**src/rtl/alu_issue_ctrl.sv**
```systemverilog
// alu_issue_ctrl
// Execute-stage sequencer in front of a combinational RV32I ALU. An operation
// is accepted over a valid/ready handshake, decoded into a 4-bit ALU control
// code, issued to the ALU for exactly one cycle, and the captured result,
// branch decision and illegal flag are then offered downstream on a second
// valid/ready handshake.
//
// Ports
//   clk, rst            clock, synchronous active-high reset
//   in_valid/in_ready   upstream handshake (ready only while idle)
//   alu_op, funct3,
//   funct7b5            decoded instruction fields
//   op_a, op_b          operands (op_b already muxed register/immediate)
//   alu_a/alu_b/alu_ctrl  drive the external ALU
//   alu_result/alu_zero   returned by the external ALU
//   out_valid/out_ready downstream handshake
//   out_result, out_branch_taken, out_illegal  captured outputs
//   op_count            completed output handshakes (wrapping)
module alu_issue_ctrl #(
  parameter int XLEN  = 32,
  parameter int CNT_W = 16
) (
  input  logic             clk,
  input  logic             rst,
  input  logic             in_valid,
  output logic             in_ready,
  input  logic [1:0]       alu_op,
  input  logic [2:0]       funct3,
  input  logic             funct7b5,
  input  logic [XLEN-1:0]  op_a,
  input  logic [XLEN-1:0]  op_b,
  output logic [XLEN-1:0]  alu_a,
  output logic [XLEN-1:0]  alu_b,
  output logic [3:0]       alu_ctrl,
  input  logic [XLEN-1:0]  alu_result,
  input  logic             alu_zero,
  output logic             out_valid,
  input  logic             out_ready,
  output logic [XLEN-1:0]  out_result,
  output logic             out_branch_taken,
  output logic             out_illegal,
  output logic [CNT_W-1:0] op_count
);

  localparam logic [3:0] CTRL_AND  = 4'b0000;
  localparam logic [3:0] CTRL_OR   = 4'b0001;
  localparam logic [3:0] CTRL_ADD  = 4'b0010;
  localparam logic [3:0] CTRL_SUB  = 4'b0110;
  localparam logic [3:0] CTRL_IDLE = 4'b1111;

  typedef enum logic [1:0] {
    IDLE = 2'b00,
    EXEC = 2'b01,
    DONE = 2'b10
  } state_t;

  state_t state_q, state_d;

  logic [XLEN-1:0]  a_q, b_q;
  logic [3:0]       ctrl_q;
  logic             beq_q, bne_q, ill_q;
  logic [XLEN-1:0]  result_q;
  logic             taken_q, illegal_q;
  logic [CNT_W-1:0] count_q;

  logic [3:0] dec_ctrl;
  logic       dec_beq, dec_bne, dec_ill;
  logic       accept, handshake;

  assign accept    = (state_q == IDLE) && in_valid;
  assign handshake = (state_q == DONE) && out_ready;

  // Decode the instruction fields. Everything starts out illegal with the
  // idle control code, and only recognised encodings overwrite that, so an
  // unsupported encoding naturally issues 1111 and the ALU returns 0.
  always_comb begin
    dec_ctrl = CTRL_IDLE;
    dec_beq  = 1'b0;
    dec_bne  = 1'b0;
    dec_ill  = 1'b1;
    case (alu_op)
      2'b00: begin
        dec_ctrl = CTRL_ADD;
        dec_ill  = 1'b0;
      end
      2'b01: begin
        if (funct3 == 3'b000) begin
          dec_ctrl = CTRL_SUB;
          dec_beq  = 1'b1;
          dec_ill  = 1'b0;
        end else if (funct3 == 3'b001) begin
          dec_ctrl = CTRL_SUB;
          dec_bne  = 1'b1;
          dec_ill  = 1'b0;
        end
      end
      default: begin
        // R-type and I-type share the funct3 map; only R-type uses bit 30
        case (funct3)
          3'b000: begin
            dec_ctrl = (alu_op == 2'b10 && funct7b5) ? CTRL_SUB : CTRL_ADD;
            dec_ill  = 1'b0;
          end
          3'b111: begin
            dec_ctrl = CTRL_AND;
            dec_ill  = 1'b0;
          end
          3'b110: begin
            dec_ctrl = CTRL_OR;
            dec_ill  = 1'b0;
          end
          default: ;
        endcase
      end
    endcase
  end

  // Next-state logic; inputs outside IDLE are simply not looked at.
  always_comb begin
    state_d = state_q;
    case (state_q)
      IDLE:    if (in_valid) state_d = EXEC;
      EXEC:    state_d = DONE;
      DONE:    if (out_ready) state_d = IDLE;
      default: state_d = IDLE;
    endcase
  end

  // State register.
  always_ff @(posedge clk) begin
    if (rst) state_q <= IDLE;
    else     state_q <= state_d;
  end

  // Operand and decode registers, loaded on accept and held through EXEC.
  always_ff @(posedge clk) begin
    if (rst) begin
      a_q    <= '0;
      b_q    <= '0;
      ctrl_q <= CTRL_IDLE;
      beq_q  <= 1'b0;
      bne_q  <= 1'b0;
      ill_q  <= 1'b0;
    end else if (accept) begin
      a_q    <= op_a;
      b_q    <= op_b;
      ctrl_q <= dec_ctrl;
      beq_q  <= dec_beq;
      bne_q  <= dec_bne;
      ill_q  <= dec_ill;
    end
  end

  // Capture the ALU response at the end of EXEC. The result of an illegal
  // op is forced to zero rather than trusting the ALU's idle value.
  always_ff @(posedge clk) begin
    if (rst) begin
      result_q  <= '0;
      taken_q   <= 1'b0;
      illegal_q <= 1'b0;
    end else if (state_q == EXEC) begin
      result_q  <= ill_q ? '0 : alu_result;
      taken_q   <= (beq_q & alu_zero) | (bne_q & ~alu_zero);
      illegal_q <= ill_q;
    end
  end

  // Completed-operation counter, wraps naturally at its width.
  always_ff @(posedge clk) begin
    if (rst)            count_q <= '0;
    else if (handshake) count_q <= count_q + {{(CNT_W-1){1'b0}}, 1'b1};
  end

  // The ALU is only fed real operands during EXEC so it idles at zero.
  assign alu_a    = (state_q == EXEC) ? a_q    : '0;
  assign alu_b    = (state_q == EXEC) ? b_q    : '0;
  assign alu_ctrl = (state_q == EXEC) ? ctrl_q : CTRL_IDLE;

  assign in_ready         = (state_q == IDLE);
  assign out_valid        = (state_q == DONE);
  assign out_result       = result_q;
  assign out_branch_taken = taken_q;
  assign out_illegal      = illegal_q;
  assign op_count         = count_q;

endmodule
```
**config.mk**
```make
export PLATFORM = sky130hd
export DESIGN_NAME = alu_issue_ctrl
export DESIGN_NICKNAME = d
export VERILOG_FILES = /design/src/rtl/alu_issue_ctrl.sv
export SDC_FILE = /design/constraint.sdc
export NUM_CORES = 1
export LEC_CHECK = 0
export CAP_MARGIN = 0
export CORE_UTILIZATION = 42
export CTS_CLUSTER_SIZE = 40
export DETAILED_ROUTE_END_ITERATION = 10
export PLACE_DENSITY = 0.81
export SLEW_MARGIN = 20
export SYNTH_ARGS = -nofsm -noshare
export SYNTH_HDL_FRONTEND = slang
export SYNTH_SLANG_ARGS = --single-unit
```
**constraint.sdc**
```tcl
create_clock -name clk -period 2.35 [get_ports clk]
set_input_delay 0.705 -clock clk [delete_from_list [all_inputs] [get_ports clk]]
set_output_delay 0.705 -clock clk [all_outputs]
set_load 0.05 [all_outputs]
```
==> results.toml, run 1 <==
[run_status]
status = "finished, violations left"
violations = "design-rule violations"

[place]
port_buffers = 226
gp_congestion = 0.798
dpl.hpwl_um = 11100
place_ws_ps = 50.2
place_inst = 970

[yosys]
synth_top_family_by_area = "simple AND/OR/NAND/NOR gates"
ys.flop_type = "dfxtp_1"
synth_compound_area_frac = 0.124
synth.distinct_cells = 39
synth.cell_area_um2 = 5020
synth_cells = 629
synth_top_area_frac = 0.490
syn_area_per_cell_um2 = 7.99
synth_edf_count = 0
synth-simple-area-share = 0.325
synth_warnings = 0
synth_top_cell_by_area = "dfxtp_1"
syn-num-nets = 737
synth_fa_ha_area_frac = 0.00249
ys_seq_area_frac = 0.490
synth_xor_xnor_area_share = 0.0174
async_flop_share = 0
synthTopCellsByArea = "dfxtp_1 (49%), nand2_1 (13%), a21oi_1 (11%)"
ys_ff_latch = 123
synthMuxAreaShare = 0.00398

[floorplan]
fp.dieH_um = 111
core_um2 = 11500
fp-row-count = 39
start_util = 0.436
dieArea_um2 = 12400
die_width_um = 111
io_pins = 227

[timing]
fmax_mhz = 436
skew_ps = 4.35
hold_slack_ps = 449
worst_slew_pin_slew_ps = 897
finalHoldViolCount = 0
setup_tns_ps = 0
setup_viol = 0
relSlewSlack = 0.401
min_period_ps = 2290
period_share = 0.976
drv_slew = 0
worst_slack_ps = 56.0

[job]
maxCapViolations = 0

[cells_and_area]
area_growth_pct = 79.6
mostFrequentLayoutCell = "nand2_1"
nFillCells = 784
utilization = 0.783
layout-drive-gt1-share = 0.204
layout_common_cells = "nand2_1 (172), clkdlybuf4s50_1 (141), dfxtp_1 (122), a21oi_1 (107), buf_12 (68)"
antenna_cells = 0
seqCellArea_um2 = 2470
multi_input_area_um2 = 2490
instances_no_fill = 1012
nNetsFinal = 964

[worst_setup_path]
startpoint = "out_result[30]$_SDFFE_PP0N_"
crit_chain = "clkdlybuf4s50_1"
cp_num_buf_inv = 1
critPathTopFamily = "buffers and inverters"
cp_max_fo = 2
r2r-start = "op_count[5]$_SDFFE_PP0P_"
critPathKind = "flop to primary output"
end_kind = "primary output"
critPathArrivalTime_ps = 1590
worstPathRequired_ps = 1640
crit_slowest_cell = "clkdlybuf4s50_1"
critPathMaxStageDelay_ps = 820
worstSetupStartpointType = "flop"

[clock_tree]
cts_root_buf = "clkbuf_16"
h-tree-depth = 4
max-clock-path-buffers = 2
cts_num_sinks = 123
cts.clk_slew.worst_paths_ps = 50
cts_made_buffers = 17
cts_tree = "yes"
clock_latency_ps = 410
cts_hold_buf = 0

[power]
leakage_uw = 0.00352
power_density_nw_per_um2 = 669
ir_drop_uv = 552

[grt]
grt_pass1_vias = 5353
gr-total-overflow = 0
gr-usage-all-layers = 0.274
antenna_found_initial = 0
grt_max_degree = 53
grt_pass1_wl_um = 26200

[route]
drt_first_iter_violations = 249
drc = 36
drt-pass1-iter-count = 7
wl_per_cell_um = 16.6
postRouteAntennaNets = 0
routed_wl_um = 16800
vias = 5239
viasPerCell = 5.18

[hold_path]
holdCritStartpoint = "out_result[15]$_SDFFE_PP0N_"
hp-class = "flop to flop"
final timing paths:
kind                                                    end  slack (ps)  cells after the start
worst min-delay path            out_result[15]$_SDFFE_PP0N_         450                      2
worst min register to register  out_result[15]$_SDFFE_PP0N_         450                      2
worst max register to register    op_count[15]$_SDFFE_PP0P_         680                      4
worst max-delay path                         out_result[30]          60                      1
Yosys cell counts, drive strengths merged, types with 2 or more instances:
master and instances:
a211o 2, a21oi 107, and2 64, and3 2
and4 2, buf 9, clkbuf 38, dfxtp 123
mux2i 2, nand2 174, nand2b 6, nand3 4
nand3b 33, nand4 7, nor2 16, nor2b 3
nor3 4, nor4 2, o21ai 2, o31ai 2
or3 3, or4 3, xnor2 5, xor2 5
stage by stage:
stage / cell area (µm²) / total power (µW)
after detailed placement: 8100 / 3210
final: 9020 / 6030
after global placement: 8100 / 3180
after floorplan: 5020 / 2760
after global routing: 9020 / 6250
after CTS: 8940 / 6040
cells by family after synthesis:
family / after synthesis
adders and majority gates: 1
muxes: 2
DFF: 123
and+or+nand+nor: 327
AOI/OAI and AO/OA: 118
buffers and inverters: 48
xor gates and xnor gates: 10
routing by layer:
layer / global-route usage / vias up / part of all wire
li1: - / 2534 / -
met1: 0.275 / 2476 / 0.37
met2: 0.497 / 198 / 0.52
met3: 0.102 / 31 / 0.089
met4: 0.134 / 0 / 0.029
met5: 0 / - / 0
sequential cells by signal, summed over array words and instances, names as in the netlist:
register,flops
state_q,2
op_count,16
ill_q,1
beq_q,1
out_branch_taken,1
out_illegal,1
b_q,32
ctrl_q,4
out_result,32
a_q,32
bne_q,1
what timing repair did:
action | CTS | global route
buffers inserted | 2 | 3
gates resized for setup | 44 | 16
cloned | 4 | 1
setup endpoints to repair | 78 | 70
where the power goes:
part           total, µW  leakage (µW)  internal, µW  switching, µW
Clock               2780      0.000311          1880            895
Combinational        991       0.00220           475            516
Sequential          2260       0.00101          2200           65.8
final cells by class:
class                           instances  share of cell area
Timing Repair Buffer                  255               0.360
Sequential cell                       123               0.273
Tap cell                              143              0.0198
Clock buffer                           25              0.0549
Inverter                                1            0.000416
Clock inverter                          7              0.0150
Multi-Input combinational cell        458               0.276
Power figures use the tool's default switching activity.
==> inputs of run 2 (changes only) <==
Settings changed: CORE_MARGIN set to 5.
==> run 2 against run 1 <==
Net effect:
- design area fell by 3.4%
- global-route usage fell by 5.2 points
- wire length fell by 5.2%
- clock skew rose by 0.96 ps
- final cell count fell by 0.49%
- first-iteration DRC count rose by 32%
- the run now ends clean
- power fell by 3.8%
- maximum frequency fell by 0.92%
- count of clock-buffer cells in the layout fell by 2
- die area rose by 15%
- utilization fell by 4.8 points
- hold slack got worse by 3.6 ps
==> results.toml, run 2 (synthesis results as in run 1) <==
[run_status]
status = "finished, final reports clean"

[cells_and_area]
layout-drive-gt1-share = 0.150
nNetsFinal = 956
stdcell_area_um2 = 8720
antenna_cells = 0
layout_common_cells = "nand2_1 (172), clkdlybuf4s50_1 (140), dfxtp_1 (123), a21oi_1 (107), buf_12 (67)"
area_growth_pct = 73.5
mostFrequentLayoutCell = "nand2_1"
utilization = 0.735

[worst_setup_path]
reg2reg_to = "op_count[15]$_SDFFE_PP0P_"
critPathKind = "flop to primary output"
crit_path_end = "op_count[15]"
startpoint = "op_count[15]$_SDFFE_PP0P_"
worstPathRequired_ps = 1640
regToRegSetupSlack_ps = 620
cp.depth = 1
critPathArrivalTime_ps = 1610
cp_max_fo = 3
r2r_cells = 4
r2r-start = "op_count[5]$_SDFFE_PP0P_"
critPathTopFamily = "buffers and inverters"
crit_slowest_cell = "clkdlybuf4s50_1"
critPathMaxStageDelay_ps = 840
crit_chain = "clkdlybuf4s50_1"
end_kind = "primary output"
worstSetupStartpointType = "flop"
cp_num_buf_inv = 1

[timing]
skew_ps = 5.31
drv_slew = 0
setup_viol = 0
hold_slack_ps = 445
rsz0062_at_grt = "false"
finalHoldViolCount = 0
period_share = 0.985
relSlewSlack = 0.356
min_period_ps = 2320
fmax_mhz = 432
worst_slew_pin_slew_ps = 965

[power]
combPwrFrac = 0.157
clkPwrFrac = 0.454
p_sw_uw = 1420
power_density_nw_per_um2 = 666
leakage_uw = 0.00338
p_sw_frac = 0.245
seqPwrFrac = 0.389
intPower_uw = 4380
ir_drop_uv = 453

[route]
viasPerCell = 5.11
drt_first_iter_violations = 328
wl_met1_um = 5960
routed_wl_um = 16000
postRouteAntennaNets = 0
wl_met2_um = 8060
drc = 0
drt-pass1-iter-count = 5
wl_per_cell_um = 15.9
top_layer_used = "met4"
wl_met3_um = 1500
vias = 5142

[clock_tree]
cts_setup_buffers = 0
max-clock-path-buffers = 2
cts_hold_buf = 0
cts.clk_slew.worst_paths_ps = 50
cts_num_sinks = 123
cts_root_buf = "clkbuf_16"
h-tree-depth = 4
cts_tree = "yes"
clock_latency_ps = 410
cts_made_buffers = 17

[place]
port_buffers = 226
dpl.hpwl_um = 11600
place_area_um2 = 8120
gp_congestion = 0.763

[grt]
grt_pass1_vias = 5230
gr-usage-all-layers = 0.222
grt_max_degree = 56
antenna_found_initial = 0
grt_pass1_wl_um = 25500
gr-total-overflow = 0

[floorplan]
core_um2 = 11900
fp-row-count = 40
io_pins = 227
start_util = 0.424
dieArea_um2 = 14300
fp.dieH_um = 119
die_width_um = 119

[hold_path]
hp-class = "flop to flop"
worst_hold_path.num_cells = 2

[job]
maxCapViolations = 0
run 2: per-stage QoR:
step / total power, µW / worst slack (ps) / std cells / TNS [ps]
floorplan: 2760 / 166 / 629 / 0
global placement: 3190 / 82.7 / 976 / 0
finish: 5800 / 34.8 / 1007 / 0
detailed placement: 3210 / -2.58 / 976 / -2.58
global route: 6050 / 3.55 / 1007 / 0
CTS: 5870 / 7.65 / 1007 / 0
run 2: per-layer routing:
metal,up-vias,global-route usage
met2,201,0.388
met4,0,0.102
met5,-,0
met3,37,0.0883
li1,2512,-
met1,2392,0.234
run 2: timing repair:
action,in CTS,in global routing
gates resized for setup,13,4
endpoints found under the setup margin,13,4
gates cloned,0,0
run 2: layout make-up:
cell class | instances | area [µm²]
repair buffers | 247 | 3070
inverters | 1 | 3.75
fillers | 817 | 3140
flip-flops and latches | 123 | 2460
clock inverters | 8 | 115
clock buffers | 23 | 488
multi-input cells | 458 | 2400
well taps | 147 | 184
run 2: how the worst min path moves through the flow:
| stage | endpoint | slack, ps | start |
|---|---|---|---|
| 6_report | out_result[21]$_SDFFE_PP0N_ | 450 | out_result[21]$_SDFFE_PP0N_ |
| 5_1_grt | a_q[26]$_SDFFE_PP0P_ | 460 | a_q[26]$_SDFFE_PP0P_ |
| 4_1_cts | b_q[4]$_SDFFE_PP0P_ | 450 | b_q[4]$_SDFFE_PP0P_ |
| 3_5_place_dp | b_q[8]$_SDFFE_PP0P_ | 440 | b_q[8]$_SDFFE_PP0P_ |
| 3_3_place_gp | a_q[0]$_SDFFE_PP0P_ | 440 | a_q[0]$_SDFFE_PP0P_ |
| 2_1_floorplan | ctrl_q[2]$_SDFFE_PP1P_ | 430 | ctrl_q[2]$_SDFFE_PP1P_ |
run 2: power by group through the flow:
stage / Sequential, µW / Combinational, µW / Clock, µW
global route: 2270 / 975 / 2800
detailed placement: 2300 / 911 / 0
finish: 2260 / 910 / 2640
global placement: 2290 / 893 / 0
floorplan: 2380 / 376 / 0
CTS: 2260 / 916 / 2700
==> inputs of run 3 (changes only) <==
Settings changed: PLACE_DENSITY 0.81 to 0.9.
==> run 3 against run 2 <==
Net effect:
- the run now ends with negative setup slack left
- design area up 2.7%
- power about the same
- wire length grew 5.4%
- count of clock-buffer cells in the layout rose by 2
- global-route usage rose by 0.42 points
- critical path type unchanged
- largest power group unchanged
==> results.toml, run 3 (synthesis results as in run 1) <==
[hold_path]
hp-class = "flop to flop"

[grt]
gr-total-overflow = 0
grt_pass1_wl_um = 25700
antenna_found_initial = 0
gr-usage-all-layers = 0.226
grt_max_degree = 55
grt_pass1_vias = 5073

[worst_setup_path]
crit_slowest_cell = "dfxtp_1"
reg2reg_to = "ctrl_q[0]$_SDFFE_PP1P_"
worstSetupStartpointType = "flop"
cp_num_buf_inv = 3
worstPathRequired_ps = 1640
r2r_cells = 5
crit_chain = "nor2b_4 -> buf_6 -> clkbuf_16 -> and2_1 -> buf_12"
crit_path_end = "alu_b[5]"
cp.depth = 5
r2r-start = "state_q[1]$_SDFFE_PP0P_"
end_kind = "primary output"
critPathKind = "flop to primary output"
regToRegSetupSlack_ps = 570
critPathMaxStageDelay_ps = 340
critPathArrivalTime_ps = 1650
critPathTopFamily = "buffers and inverters"
cp_max_fo = 14
startpoint = "state_q[0]$_SDFFE_PP0P_"

[cells_and_area]
instances_no_fill = 1016
antenna_cells = 0
nFillCells = 793
stdcell_area_um2 = 8950
layout_common_cells = "nand2_1 (172), clkdlybuf4s50_1 (141), dfxtp_1 (123), a21oi_1 (107), buf_12 (72)"
area_growth_pct = 78.2
layout-drive-gt1-share = 0.189
nNetsFinal = 964
mostFrequentLayoutCell = "nand2_1"
utilization = 0.755

[timing]
period_share = 1.00
drv_slew = 0
skew_ps = 3.73
worst_slew_pin_slew_ps = 623
setup_viol = 1
rsz0062_at_grt = "true"
fmax_mhz = 425
worst_slack_ps = -5.16
finalHoldViolCount = 0
relSlewSlack = 0.585
min_period_ps = 2360

[clock_tree]
cts_num_sinks = 123
cts_tree = "yes"
clock_latency_ps = 410
cts_root_buf = "clkbuf_16"
cts.clk_slew.worst_paths_ps = 50
cts_hold_buf = 0
h-tree-depth = 4
cts_made_buffers = 17
max-clock-path-buffers = 2

[power]
p_sw_uw = 1470
seqPwrFrac = 0.388
intPower_uw = 4340
clkPwrFrac = 0.441
p_sw_frac = 0.253
leakage_uw = 0.00347
combPwrFrac = 0.171
ir_drop_uv = 471
power_density_nw_per_um2 = 648

[run_status]
status = "finished, violations left"
violations = "negative setup slack"

[route]
routed_wl_um = 16800
postRouteAntennaNets = 0
drt-pass1-iter-count = 4
drc = 0
viasPerCell = 5.07
wl_per_cell_um = 16.6
vias = 5152
drt_first_iter_violations = 339

[job]
maxCapViolations = 0

[floorplan]
io_pins = 227
fp.dieH_um = 119
die_width_um = 119
dieArea_um2 = 14300
core_um2 = 11900
fp-row-count = 40
start_util = 0.424

[place]
place_area_um2 = 8190
dpl.hpwl_um = 11400
gp_congestion = 0.814
port_buffers = 226
place_inst = 978
-- run 3: cell type report --
class,instances,area [µm²],area share
well taps,147,184,0.0205
clock inverters,7,87.6,0.00978
flip-flops and latches,123,2460,0.275
clock buffers,25,495,0.0553
multi-input cells,458,2460,0.275
inverters,1,3.75,0.000419
repair buffers,255,3260,0.364
-- run 3: worst min-delay path, delay by kind of cell (launching register included) --
family	cells	cell delay (ps)
flip-flops	1	300
AND/OR/NAND/NOR	1	50
AO/OA/AOI/OAI	1	50
-- run 3: what timing repair did --
action	CTS	global route
resized for setup	14	29
buffers inserted	3	0
setup endpoints to repair	15	63
cloned	1	2
-- run 3: power groups by stage --
stage	sequential, µW	combinational, µW	clock, µW
4_1_cts	2250	975	2600
3_3_place_gp	2280	936	0
6_report	2250	996	2560
5_1_grt	2260	1060	2700
3_5_place_dp	2290	950	0
2_1_floorplan	2380	376	0
-- run 3: how the worst min path moves through the flow --
| stage | start | end | slack, ps | cells past startpoint |
|---|---|---|---|---|
| after floorplan | ctrl_q[2]$_SDFFE_PP1P_ | ctrl_q[2]$_SDFFE_PP1P_ | 430 | 1 |
| after global placement | a_q[22]$_SDFFE_PP0P_ | a_q[22]$_SDFFE_PP0P_ | 440 | 2 |
| after detailed placement | a_q[22]$_SDFFE_PP0P_ | a_q[22]$_SDFFE_PP0P_ | 440 | 2 |
| after CTS | a_q[13]$_SDFFE_PP0P_ | a_q[13]$_SDFFE_PP0P_ | 450 | 2 |
| after global routing | out_result[17]$_SDFFE_PP0N_ | out_result[17]$_SDFFE_PP0N_ | 460 | 2 |
| final | out_result[27]$_SDFFE_PP0N_ | out_result[27]$_SDFFE_PP0N_ | 450 | 2 |
-- run 3: layer usage --
metal	vias to the layer above	part of all wire	track usage
li1	2531	-	-
met1	2400	0.37	0.234
met2	191	0.51	0.405
met3	30	0.093	0.0983
met4	0	0.022	0.0830
met5	-	0	0
-- run 3: through the flow --
step	power, µW	setup TNS [ps]	hold WS (ps)	setup WS (ps)
after floorplan	2760	0	427	166
after global placement	3220	0	436	53.8
after detailed placement	3240	0	442	57.0
after CTS	5820	-2.75	450	-1.76
after global routing	6030	-1530	461	-80.2
final	5810	-5.16	448	-5.16
